$ cat config.mk
export PLATFORM = sky130hd
export DESIGN_NAME = ram_arbiter_2p_flat
export DESIGN_NICKNAME = d
export VERILOG_FILES = /design/src/rtl/ram_arbiter_2p_pkg.sv /design/src/rtl/ram_arbiter_2p_if.sv /design/src/rtl/ram_arbiter_2p_rd_tag_pipe.sv /design/src/rtl/ram_arbiter_2p.sv /design/src/flat_wrapper.sv
export SDC_FILE = /design/constraint.sdc
export NUM_CORES = 1
export LEC_CHECK = 0
export CAP_MARGIN = 20
export CORE_ASPECT_RATIO = 2
export CORE_MARGIN = 2
export CORE_UTILIZATION = 24
export CTS_CLUSTER_SIZE = 10
export DETAILED_ROUTE_END_ITERATION = 10
export HOLD_SLACK_MARGIN = 0.12
export PLACE_DENSITY = 0.87
export SLEW_MARGIN = 20
export SYNTH_ARGS = -nofsm -noshare
export SYNTH_HDL_FRONTEND = slang
export SYNTH_HIERARCHICAL = 1
export SYNTH_SLANG_ARGS = --single-unit
$ cat constraint.sdc
create_clock -name clka -period 3.2 [get_ports clka]
set_input_delay 0.48 -clock clka [delete_from_list [all_inputs] [get_ports clka]]
set_output_delay 0.48 -clock clka [all_outputs]
set_load 0.005 [all_outputs]
$ cat src/rtl/ram_arbiter_2p_pkg.sv
// Shared types for the two-requester RAM arbiter: port ids, the read tag and
// the round-robin winner function.
package ram_arb_pkg;

    localparam int DEF_ADDR_W = 8;
    localparam int DEF_DATA_W = 16;

    typedef enum logic {
        PORT_LS = 1'b0,
        PORT_IF = 1'b1
    } port_id_e;

    typedef struct packed {
        logic     valid;
        port_id_e id;
    } rd_tag_t;

    // Winner assuming at least one request is present; a contested cycle goes
    // to the port that did not receive the previous grant.
    function automatic port_id_e rr_winner(input logic req0, input logic req1,
                                           input port_id_e last);
        port_id_e win;
        if (req0 && req1) begin
            win = (last == PORT_LS) ? PORT_IF : PORT_LS;
        end else if (req1) begin
            win = PORT_IF;
        end else begin
            win = PORT_LS;
        end
        return win;
    endfunction

endpackage

$ cat src/rtl/ram_arbiter_2p_if.sv
// Requester-side handshake bundle and the single-port RAM bundle used by the
// arbiter; "master" is the side that initiates the access.
interface ram_req_if
    import ram_arb_pkg::*;
#(
    parameter int ADDR_W = DEF_ADDR_W,
    parameter int DATA_W = DEF_DATA_W
);
    logic              req;
    logic              we;
    logic [ADDR_W-1:0] addr;
    logic [DATA_W-1:0] wdata;
    logic              gnt;
    logic              rvalid;
    logic [DATA_W-1:0] rdata;

    modport master (output req, output we, output addr, output wdata,
                    input gnt, input rvalid, input rdata);
    modport slave  (input req, input we, input addr, input wdata,
                    output gnt, output rvalid, output rdata);
endinterface

interface ram_port_if
    import ram_arb_pkg::*;
#(
    parameter int ADDR_W = DEF_ADDR_W,
    parameter int DATA_W = DEF_DATA_W
);
    logic              wea;
    logic [ADDR_W-1:0] addra;
    logic [DATA_W-1:0] dina;
    logic [DATA_W-1:0] douta;

    modport master (output wea, output addra, output dina, input douta);
    modport slave  (input wea, input addra, input dina, output douta);
endinterface

$ cat src/rtl/ram_arbiter_2p_rd_tag_pipe.sv
// RAM_LAT-deep shift register carrying {valid, owner} alongside each RAM read,
// so the tag emerges in the same cycle as the matching douta.
module rd_tag_pipe
    import ram_arb_pkg::*;
#(
    parameter int RAM_LAT = 1
) (
    input  logic    clka,
    input  logic    rst,
    input  rd_tag_t tag_i,
    output rd_tag_t tag_o
);

    rd_tag_t [RAM_LAT-1:0] pipe_q;
    rd_tag_t [RAM_LAT-1:0] pipe_d;

    for (genvar gi = 0; gi < RAM_LAT; gi++) begin : g_stage
        if (gi == 0) begin : g_head
            assign pipe_d[gi] = tag_i;
        end else begin : g_body
            assign pipe_d[gi] = pipe_q[gi-1];
        end
    end

    always_ff @(posedge clka or posedge rst) begin
        if (rst) begin
            pipe_q <= '0;
        end else begin
            pipe_q <= pipe_d;
        end
    end

    assign tag_o = pipe_q[RAM_LAT-1];

endmodule

$ cat src/rtl/ram_arbiter_2p.sv
// Round-robin arbiter sharing one single-port RAM between the load/store port
// (p0) and the instruction-fetch port (p1), with read data routed by tag.
module ram_arbiter_2p
    import ram_arb_pkg::*;
#(
    parameter int ADDR_W  = DEF_ADDR_W,
    parameter int DATA_W  = DEF_DATA_W,
    parameter int RAM_LAT = 1
) (
    input  logic       clka,
    input  logic       rst,
    ram_req_if.slave   p0,
    ram_req_if.slave   p1,
    ram_port_if.master ram
);

    port_id_e last_q;
    port_id_e last_d;
    port_id_e win;
    logic     any_gnt;
    logic     sel_if;
    logic     sel_we;
    rd_tag_t  tag_in;
    rd_tag_t  tag_out;

    // Grants are suppressed for the whole reset interval, not just at the edge.
    always_comb begin
        any_gnt = ~rst & (p0.req | p1.req);
        win     = rr_winner(p0.req, p1.req, last_q);
        sel_if  = any_gnt & (win == PORT_IF);
        sel_we  = sel_if ? p1.we : p0.we;

        last_d = last_q;
        if (any_gnt) begin
            last_d = win;
        end

        tag_in.valid = any_gnt & ~sel_we;
        tag_in.id    = sel_if ? PORT_IF : PORT_LS;
    end

    always_ff @(posedge clka or posedge rst) begin
        if (rst) begin
            last_q <= PORT_IF;
        end else begin
            last_q <= last_d;
        end
    end

    assign p0.gnt = any_gnt & ~sel_if;
    assign p1.gnt = sel_if;

    // With no grant the port 0 address/data pass through as a harmless read.
    assign ram.wea   = any_gnt & sel_we;
    assign ram.addra = sel_if ? p1.addr  : p0.addr;
    assign ram.dina  = sel_if ? p1.wdata : p0.wdata;

    rd_tag_pipe #(
        .RAM_LAT (RAM_LAT)
    ) u_tag_pipe (
        .clka  (clka),
        .rst   (rst),
        .tag_i (tag_in),
        .tag_o (tag_out)
    );

    assign p0.rvalid = tag_out.valid & (tag_out.id == PORT_LS);
    assign p1.rvalid = tag_out.valid & (tag_out.id == PORT_IF);
    assign p0.rdata  = ram.douta;
    assign p1.rdata  = ram.douta;

endmodule
$ cat src/flat_wrapper.sv
// flat-port wrapper written by rule: the top's interface ports become plain ports
module ram_arbiter_2p_flat import ram_arb_pkg::*;
#(
    parameter int ADDR_W  = DEF_ADDR_W,
    parameter int DATA_W  = DEF_DATA_W,
    parameter int RAM_LAT = 1
)
  (clka, rst, p0_req, p0_we, p0_addr, p0_wdata, p0_gnt, p0_rvalid, p0_rdata, p1_req, p1_we, p1_addr, p1_wdata, p1_gnt, p1_rvalid, p1_rdata, ram_wea, ram_addra, ram_dina, ram_douta);
  ram_req_if #(.ADDR_W(ADDR_W), .DATA_W(DATA_W)) p0_i ();
  ram_req_if #(.ADDR_W(ADDR_W), .DATA_W(DATA_W)) p1_i ();
  ram_port_if #(.ADDR_W(ADDR_W), .DATA_W(DATA_W)) ram_i ();
  input  logic clka;
  input  logic rst;
  input wire logic [$bits(p0_i.req)-1:0] p0_req;
  input wire logic [$bits(p0_i.we)-1:0] p0_we;
  input wire logic [$bits(p0_i.addr)-1:0] p0_addr;
  input wire logic [$bits(p0_i.wdata)-1:0] p0_wdata;
  output wire logic [$bits(p0_i.gnt)-1:0] p0_gnt;
  output wire logic [$bits(p0_i.rvalid)-1:0] p0_rvalid;
  output wire logic [$bits(p0_i.rdata)-1:0] p0_rdata;
  input wire logic [$bits(p1_i.req)-1:0] p1_req;
  input wire logic [$bits(p1_i.we)-1:0] p1_we;
  input wire logic [$bits(p1_i.addr)-1:0] p1_addr;
  input wire logic [$bits(p1_i.wdata)-1:0] p1_wdata;
  output wire logic [$bits(p1_i.gnt)-1:0] p1_gnt;
  output wire logic [$bits(p1_i.rvalid)-1:0] p1_rvalid;
  output wire logic [$bits(p1_i.rdata)-1:0] p1_rdata;
  output wire logic [$bits(ram_i.wea)-1:0] ram_wea;
  output wire logic [$bits(ram_i.addra)-1:0] ram_addra;
  output wire logic [$bits(ram_i.dina)-1:0] ram_dina;
  input wire logic [$bits(ram_i.douta)-1:0] ram_douta;
  assign p0_i.req = p0_req;
  assign p0_i.we = p0_we;
  assign p0_i.addr = p0_addr;
  assign p0_i.wdata = p0_wdata;
  assign p0_gnt = p0_i.gnt;
  assign p0_rvalid = p0_i.rvalid;
  assign p0_rdata = p0_i.rdata;
  assign p1_i.req = p1_req;
  assign p1_i.we = p1_we;
  assign p1_i.addr = p1_addr;
  assign p1_i.wdata = p1_wdata;
  assign p1_gnt = p1_i.gnt;
  assign p1_rvalid = p1_i.rvalid;
  assign p1_rdata = p1_i.rdata;
  assign ram_wea = ram_i.wea;
  assign ram_addra = ram_i.addra;
  assign ram_dina = ram_i.dina;
  assign ram_i.douta = ram_douta;
  ram_arbiter_2p #(.ADDR_W(ADDR_W), .DATA_W(DATA_W), .RAM_LAT(RAM_LAT)) u_core (.clka(clka), .rst(rst), .p0(p0_i), .p1(p1_i), .ram(ram_i));
endmodule
==> impl_metrics.json, run 1 <==
{
  "p_int_mw": 0.280,
  "grt_max_degree": 27,
  "avgSynthCellArea_sq_um": 10.7,
  "rsz0062_at_grt": "no",
  "routed_wl_mm": 2.63,
  "hold_viol": 0,
  "worstPathArrival_ns": 2.36,
  "cts_inserted_buffers": 3,
  "worstHoldEndpoint": "u_core/last_q",
  "dieWidth_um": 45.1,
  "io_pins": 131,
  "holdWs_ns": 0.560,
  "final_nets": 200,
  "vias_per_cell": 4.73,
  "final_area_sq_um": 1460,
  "drt_iter0_drc": 7,
  "worst_clock_skew_ns": 0.00298,
  "core_area_sq_um": 3190,
  "p_clk_share_pct": 30.2,
  "reg2reg_slack_ns": 2.10,
  "port_buffers": 82,
  "max_clock_freq_ghz": 0.352,
  "start_kind": "primary input",
  "cts_hold_buf": 0,
  "post-route-min-period_ns": 2.84,
  "timing.rr.start": "u_core/last_q",
  "vdd_drop_max_mv": 0.266,
  "p_sw_share_pct": 22.8,
  "grt_pass1_wl_mm": 3.74,
  "regToRegEndpoint": "u_core/u_tag_pipe/tag_o[0]",
  "power_mw": 0.363,
  "clockBufferDepth": 2,
  "syn_nets": 146,
  "post_dp_cell_area_sq_um": 1410,
  "num_rows": 29,
  "antenna_found_initial": 0,
  "layout_worst_path_cycle_share_pct": 88.9,
  "final_antenna_net_count": 0,
  "grtUsageTotal_pct": 13.5,
  "setup_violations": 0,
  "num_antenna_cells": 0,
  "relSlewSlack_pct": 76.0,
  "die_area_sq_um": 3890,
  "post_cts_buffers": 0,
  "slew_viol_final": 0,
  "insertion_delay_ns": 0.22,
  "synth_cells": 76,
  "via_count": 756,
  "pwr-share-comb_pct": 56.4,
  "grt_pass1_vias": 814,
  "cap_viol_max_count": 0,
  "hold_start": "u_core/last_q",
  "outcome": "finished clean",
  "clkSlewWorstSetupHoldPaths_ns": 0.03,
  "first_pass_iters": 4,
  "ctsResizeCount": 0,
  "hold_class": "register to register",
  "post-route-util_pct": 45.6,
  "ys_seq_area_share_pct": 9.40,
  "synth_area_sq_um": 812,
  "tns_ns": 0,
  "rr_worst_depth": 3,
  "area_growth_pct": 79.4,
  "initial_core_util_pct": 25.4,
  "synth_cell_types": 20,
  "required_ns": 2.72,
  "cts_tree": "yes",
  "hpwl_mm": 2.33,
  "min_path_cells": 1,
  "cts_sinks": 3,
  "synth_warnings": 6,
  "remaining_drc_errors": 0,
  "power_switching_mw": 0.0827,
  "drive_above_1_share_pct": 24.0,
  "critPathCaptureType": "primary output",
  "power_frac_seq_pct": 13.4,
  "tightest_slew_ns": 0.359,
  "gp_congestion": 0.658,
  "wl_per_cell_um": 16.4,
  "grt_overflow": 0,
  "synth_seq_cells": 3,
  "cellLeakagePower_nw": 0.607,
  "crit_path_max_fanout": 26,
  "h-tree-depth": 1,
  "die_h_um": 86.3,
  "clockRootBuffer": "clkbuf_8",
  "cellPowerDensity_nw_per_um2": 249,
  "crit_type": "primary input to primary output"
}
## placed cells by master (no fill, tap or decap), types with 2 or more instances in the layout
cell type        count
clkdlybuf4s50_1     82
inv_1                2
mux2_4              19
clkbuf_8             3
dfrtp_1              2
mux2_2               5
## registers in the layout (all words and copies together), names as in the netlist
name                     flops
u_core/last_q                1
u_core/u_tag_pipe/tag_o      2
## synth_stat cells (all sizes together)
| master | count | area share, % |
|---|---|---|
| or2b | 1 | 0.92 |
| mux2 | 24 | 42 |
| a21bo | 1 | 2.0 |
| nor2b | 1 | 0.77 |
| a41o | 1 | 1.2 |
| nor3b | 1 | 0.92 |
| or3 | 1 | 0.77 |
| and2 | 1 | 0.77 |
| nor2 | 2 | 2.9 |
| a21oi | 1 | 0.62 |
| inv | 2 | 0.92 |
| dfstp | 1 | 3.2 |
| o31ai | 1 | 0.92 |
| nand2 | 1 | 0.46 |
| dfrtp | 2 | 6.2 |
| buf | 34 | 35 |
| a31oi | 1 | 0.77 |
## critical path, cell delays in order
cell	delay [ns]
clkdlybuf4s50_1	0.49
a21bo_4	0.28
nor2_8	0.09
buf_12	0.21
mux2_2	0.35
clkdlybuf4s50_1	0.45
## cell type report
cell class / instances / area [sq um]
Tap cell: 31 / 38.8
Fill cell: 309 / 1740
Sequential cell: 3 / 76.3
Inverter: 2 / 7.51
Multi-Input combinational cell: 37 / 448
Timing Repair Buffer: 83 / 841
Clock buffer: 4 / 45.0
## metal layers
layer | vias up | global-route usage (%) | routed length [um]
li1 | 337 | - | -
met1 | 311 | 8.12 | 606
met2 | 86 | 28.4 | 1520
met3 | 22 | 4.58 | 391
met4 | 0 | 7.75 | 105
met5 | - | 0 | 0
## through the flow
step | setup WS, ns | cells
final | 0.356 | 160
after global routing | 0.288 | 160
after CTS | 0.349 | 160
after detailed placement | 0.354 | 156
after global placement | 0.410 | 156
after floorplan | 1.40 | 76
## kinds of logic (layout without fill, tap and decap cells)
| logic type | after synthesis | after routing | synth area share [%] |
|---|---|---|---|
| muxes | 24 | 24 | 42.1 |
| AOI/OAI and AO/OA | 5 | 5 | 5.55 |
| buffers and inverters | 36 | 89 | 35.4 |
| and+or+nand+nor | 8 | 8 | 7.55 |
| DFF | 3 | 3 | 9.40 |
## power groups by stage
stage / Clock, mW / Sequential, mW / Combinational (mW)
2_1_floorplan: 0 / 0.0475 / 0.111
3_3_place_gp: 0 / 0.0481 / 0.203
3_5_place_dp: 0 / 0.0489 / 0.207
4_1_cts: 0.113 / 0.0485 / 0.208
5_1_grt: 0.117 / 0.0492 / 0.217
6_report: 0.110 / 0.0486 / 0.205
## worst max-delay path by stage
| stage | depth (start not counted) | start | endpoint |
|---|---|---|---|
| after global routing | 6 | p0_req | ram_dina[15] |
| final | 6 | p0_req | ram_addra[0] |
| after floorplan | 4 | p1_req | ram_dina[10] |
| after CTS | 6 | p0_req | ram_addra[2] |
| after detailed placement | 6 | p0_req | ram_addra[2] |
| after global placement | 6 | p1_req | ram_addra[1] |
Note: power is estimated with default switching activity, not from simulation.
==> inputs of run 2 (changes only) <==
--- a/config.mk
+++ b/config.mk
@@ -6,13 +6,15 @@
 export NUM_CORES = 1
 export LEC_CHECK = 0
 export CAP_MARGIN = 20
+export CELL_PAD_IN_SITES_DETAIL_PLACEMENT = 1
+export CELL_PAD_IN_SITES_GLOBAL_PLACEMENT = 1
 export CORE_ASPECT_RATIO = 2
 export CORE_MARGIN = 2
-export CORE_UTILIZATION = 24
+export CORE_UTILIZATION = 14
 export CTS_CLUSTER_SIZE = 10
 export DETAILED_ROUTE_END_ITERATION = 10
 export HOLD_SLACK_MARGIN = 0.12
-export PLACE_DENSITY = 0.87
+export PLACE_DENSITY_LB_ADDON = 0.1
 export SLEW_MARGIN = 20
 export SYNTH_ARGS = -nofsm -noshare
 export SYNTH_HDL_FRONTEND = slang
==> run 2 against run 1 <==
  * Clock-buffer cell count unchanged
  * Clock power up 80%
  * Setup slack worse by 0.0083 ns
  * Largest power group unchanged
  * Non-clock buffer count up 1
  * Fmax down 0.29%
  * Sequential share of layout area down 0.27 points
  * Critical endpoint is now ram_dina[7]
==> impl_metrics.json, run 2 (same netlist as run 1, synthesis figures left out) <==
{
  "via_count": 711,
  "drt_iter0_drc": 18,
  "cap_viol_max_count": 0,
  "first_pass_iters": 2,
  "cts_tree": "yes",
  "drive_above_1_share_pct": 24.6,
  "hold_class": "register to register",
  "cp_slowest_stage_delay_ns": 0.51,
  "die_area_sq_um": 6460,
  "tightest_slew_ns": 0.376,
  "port_buffers": 82,
  "fin_ws_ns": 0.347,
  "met3_usage_pct": 2.09,
  "final_area_sq_um": 1540,
  "post-route-util_pct": 27.1,
  "grt_util_met2_pct": 19.4,
  "cp_slowest_cell": "clkdlybuf4s50_1",
  "instances_no_fill": 191,
  "grt_pass1_wl_mm": 4.28,
  "post_cts_buffers": 0,
  "power_switching_mw": 0.0924,
  "ctsResizeCount": 0,
  "clockBufferDepth": 2,
  "layout_worst_path_cycle_share_pct": 89.1,
  "crit_path_max_fanout": 11,
  "clkSlewWorstSetupHoldPaths_ns": 0.03,
  "busiest_layer": "met2",
  "wl_per_cell_um": 15.6,
  "ff_latch_area_sq_um": 76.3,
  "hold_viol": 0,
  "crit_type": "primary input to primary output",
  "dieWidth_um": 57.9,
  "cellPowerDensity_nw_per_um2": 295,
  "cts_sinks": 3,
  "grt_overflow": 0,
  "cts_hold_buf": 0,
  "initial_core_util_pct": 14.3,
  "io_pins": 131,
  "worst_clock_skew_ns": 0.000945,
  "cellLeakagePower_nw": 0.627,
  "p_int_mw": 0.361,
  "outcome": "finished clean",
  "routed_wl_mm": 2.98,
  "pwr-share-comb_pct": 45.7,
  "vias_per_cell": 3.72,
  "max_clock_freq_ghz": 0.351,
  "tns_ns": 0,
  "grtUsageTotal_pct": 9.10,
  "cts_inserted_buffers": 3,
  "setup_violations": 0,
  "path_delay_family": "buffers and inverters",
  "relSlewSlack_pct": 74.9,
  "core_area_sq_um": 5660,
  "crit_path_frequent_cell": "clkdlybuf4s50_1",
  "final_common_cell": "clkdlybuf4s50_1",
  "num_antenna_cells": 0,
  "required_ns": 2.72,
  "gr-usage-met1_pct": 7.48,
  "grt_pass1_vias": 786,
  "gp_congestion": 0.661,
  "fillers": 651,
  "worstPathArrival_ns": 2.37,
  "post_dp_cell_area_sq_um": 1460,
  "cp_cell_sequence": "clkdlybuf4s50_1, a21bo_4, nor2_8, buf_4, mux2_4, clkdlybuf4s50_1",
  "dp_cells": 187,
  "p_clk_share_pct": 43.6,
  "clockRootBuffer": "clkbuf_16",
  "h-tree-depth": 1,
  "pre_cts_slack_ns": 0.336,
  "remaining_drc_errors": 0,
  "critPathCaptureType": "primary output",
  "hpwl_mm": 2.55,
  "rsz0062_at_grt": "no",
  "slew_viol_final": 0,
  "final_antenna_net_count": 0,
  "post-route-min-period_ns": 2.85,
  "start_kind": "primary input",
  "holdWs_ns": 0.572,
  "p_sw_share_pct": 20.4,
  "final_nets": 201,
  "largest_reg_flops": 2,
  "insertion_delay_ns": 0.22,
  "worst-path-buf-inv": 3,
  "antenna_found_initial": 0,
  "power_mw": 0.453,
  "power_frac_seq_pct": 10.7,
  "vdd_drop_max_mv": 0.309,
  "num_rows": 39,
  "grt_max_degree": 16,
  "area_growth_pct": 89.1,
  "die_h_um": 112,
  "multiInputGateArea_sq_um": 448,
  "layout_common_cells": "clkdlybuf4s50_1, mux2_4, mux2_2"
}
run 2: final cells by class:
type | instances | area share (%)
clock buffer | 4 | 5.13
sequential | 3 | 4.97
inverter | 2 | 0.489
tap | 61 | 4.97
timing repair buffer | 84 | 55.3
multi-input combinational | 37 | 29.2
run 2: per-layer routing:
layer / share of wire (%) / vias to the layer above
li1: - / 335
met5: 0 / -
met3: 6.8 / 6
met2: 66 / 38
met1: 26 / 332
met4: 0.87 / 0
run 2: worst min-delay path, cell delays in order (launching register included):
cell and delay [ns]:
dfstp_2 0.38, a21oi_1 0.12, a31oi_1 0.06
run 2: power by group through the flow:
stage	registers [mW]	logic (mW)	clock network (mW)
2_1_floorplan	0.0475	0.111	0
3_3_place_gp	0.0485	0.208	0
3_5_place_dp	0.0490	0.210	0
4_1_cts	0.0490	0.212	0.202
5_1_grt	0.0496	0.221	0.208
6_report	0.0487	0.207	0.198
run 2: worst paths after layout:
check	from	end	slack (ns)	cells after the start
hold / removal	u_core/last_q	u_core/last_q	0.57	2
setup / recovery	p1_req	ram_dina[7]	0.35	6
min in group asynchronous	rst	u_core/u_tag_pipe/tag_o[1]	0.69	2
hold reg to reg	u_core/last_q	u_core/last_q	0.57	2
setup reg to reg	u_core/last_q	u_core/u_tag_pipe/tag_o[1]	2.07	3
max in group asynchronous	rst	u_core/last_q	2.25	2
==> inputs of run 3 (changes only) <==
--- a/config.mk
+++ b/config.mk
@@ -11,7 +11,6 @@
 export CORE_ASPECT_RATIO = 2
 export CORE_MARGIN = 2
 export CORE_UTILIZATION = 14
-export CTS_CLUSTER_SIZE = 10
 export DETAILED_ROUTE_END_ITERATION = 10
 export HOLD_SLACK_MARGIN = 0.12
 export PLACE_DENSITY_LB_ADDON = 0.1
==> constraint.sdc (replaced) <==
create_clock -name clka -period 3.2 [get_ports clka]
set_input_delay 0.48 -clock clka [delete_from_list [all_inputs] [get_ports clka]]
set_output_delay 0.48 -clock clka [all_outputs]
set_load 0.02 [all_outputs]
==> run 3 against run 2 <==
  * Total power is 7.9% higher
  * Sequential share of layout area hardly changed
  * Critical path depth stayed put
  * Utilization is 0.22 points higher
  * Worst hold slack worse by 0.026 ns
  * Combinational power is 17% higher
  * Clock power hardly changed
  * Non-clock buffer count stayed put
  * Critical endpoint is now ram_dina[12]
  * Highest routed layer unchanged
==> impl_metrics.json, run 3 (same netlist as run 1, synthesis figures left out) <==
{
  "wl_per_cell_um": 14.6,
  "hold_viol": 0,
  "cp_slowest_cell": "clkdlybuf4s50_1",
  "post-route-min-period_ns": 2.97,
  "antenna_found_initial": 0,
  "hold_class": "register to register",
  "core_area_sq_um": 5660,
  "vias_per_cell": 3.70,
  "routed.top_layer": "met4",
  "cellLeakagePower_nw": 0.630,
  "crit_path_max_fanout": 12,
  "drt_iter0_drc": 16,
  "dp_cells": 187,
  "ctsResizeCount": 0,
  "crit_type": "primary input to primary output",
  "area_growth_pct": 90.6,
  "routed_wl_mm": 2.79,
  "final_common_cell": "clkdlybuf4s50_1",
  "gp_congestion": 0.615,
  "die_area_sq_um": 6460,
  "io_pins": 131,
  "clockRootBuffer": "clkbuf_16",
  "tightest_slew_ns": 0.372,
  "crit_path_frequent_cell": "clkdlybuf4s50_1",
  "cts_hold_buf": 0,
  "grtUsageTotal_pct": 8.94,
  "cp_slowest_stage_delay_ns": 0.59,
  "worstPathArrival_ns": 2.49,
  "post_cts_buffers": 0,
  "port_buffers": 82,
  "num_antenna_cells": 0,
  "worst-path-buf-inv": 3,
  "dr_wl_met2_mm": 1.74,
  "initial_core_util_pct": 14.3,
  "max_clock_freq_ghz": 0.336,
  "cts_sinks": 3,
  "grt_max_degree": 13,
  "layout_worst_path_cycle_share_pct": 92.9,
  "cp_cell_sequence": "clkdlybuf4s50_1, a21bo_4, nor2_8, buf_12, mux2_4, clkdlybuf4s50_1",
  "outcome": "finished clean",
  "clockBufferDepth": 2,
  "final_nets": 201,
  "first_pass_iters": 3,
  "layout_common_cells": "clkdlybuf4s50_1, mux2_4, mux2_2",
  "num_rows": 39,
  "insertion_delay_ns": 0.22,
  "grt_pass1_vias": 822,
  "grt_overflow": 0,
  "clkSlewWorstSetupHoldPaths_ns": 0.03,
  "instances_no_fill": 191,
  "drive_above_1_share_pct": 24.6,
  "remaining_drc_errors": 0,
  "relSlewSlack_pct": 75.1,
  "die_h_um": 112,
  "largest_reg_flops": 2,
  "vdd_drop_max_mv": 0.331,
  "critPathCaptureType": "primary output",
  "cap_viol_max_count": 0,
  "path_delay_family": "buffers and inverters",
  "start_kind": "primary input",
  "required_ns": 2.72,
  "cts_inserted_buffers": 3,
  "hpwl_mm": 2.51,
  "reg2reg_slack_ns": 2.10,
  "setup_violations": 0,
  "final_antenna_net_count": 0,
  "wl_met1_um": 770,
  "rsz0062_at_grt": "no",
  "tns_ns": 0,
  "grt_pass1_wl_mm": 4.28,
  "cellPowerDensity_nw_per_um2": 316,
  "via_count": 707,
  "met3WireLength_um": 210,
  "h-tree-depth": 1,
  "slew_viol_final": 0,
  "fillers": 642,
  "dieWidth_um": 57.9,
  "worst_clock_skew_ns": 0.00239,
  "cts_tree": "yes"
}
-- run 3: per-layer routing --
metal | global-route usage [%] | vias to the layer above
met5 | 0 | -
met4 | 3.10 | 0
met3 | 2.32 | 9
met2 | 18.0 | 42
met1 | 7.91 | 322
li1 | - | 334
-- run 3: path summary, 6_finish.rpt --
| check | startpoint | endpoint | cells past startpoint |
|---|---|---|---|
| max in group asynchronous | rst | u_core/last_q | 2 |
| hold / removal | u_core/last_q | u_core/last_q | 1 |
| hold reg to reg | u_core/last_q | u_core/last_q | 1 |
| min in group asynchronous | rst | u_core/u_tag_pipe/tag_o[0] | 2 |
| setup / recovery | p1_req | ram_dina[12] | 6 |
| setup reg to reg | u_core/last_q | u_core/u_tag_pipe/tag_o[1] | 3 |
-- run 3: layout make-up --
type / instances / area (sq um) / share of cell area, %
Multi-Input combinational cell: 37 / 448 / 28.9
Clock buffer: 4 / 78.8 / 5.09
Tap cell: 61 / 76.3 / 4.93
Sequential cell: 3 / 76.3 / 4.93
Inverter: 2 / 7.51 / 0.485
Timing Repair Buffer: 84 / 861 / 55.6
-- run 3: worst register-to-register path, stage by stage (launching register included) --
cell     delay (ns)
dfstp_2        0.37
a21bo_4        0.23
or3_1          0.30
o31ai_1        0.08
-- run 3: power by group --
part	internal [mW]	total (mW)	switching (mW)
Clock	0.164	0.198	0.0335
Sequential	0.0445	0.0480	0.00355
Combinational	0.155	0.243	0.0887
Total	0.363	0.489	0.126
-- run 3: through the flow --
step           utilization [%]  total power [mW]  cell area [sq um]  hold WS, ns  setup WS, ns
2_1_floorplan                -             0.221                812        0.221          1.35
3_3_place_gp              26.0             0.294               1470        0.536         0.247
3_5_place_dp              26.0             0.295               1470        0.547         0.229
4_1_cts                   27.3             0.497               1550        0.547         0.223
5_1_grt                   27.3             0.514               1550        0.594         0.164
6_report                  27.3             0.489               1550        0.546         0.228
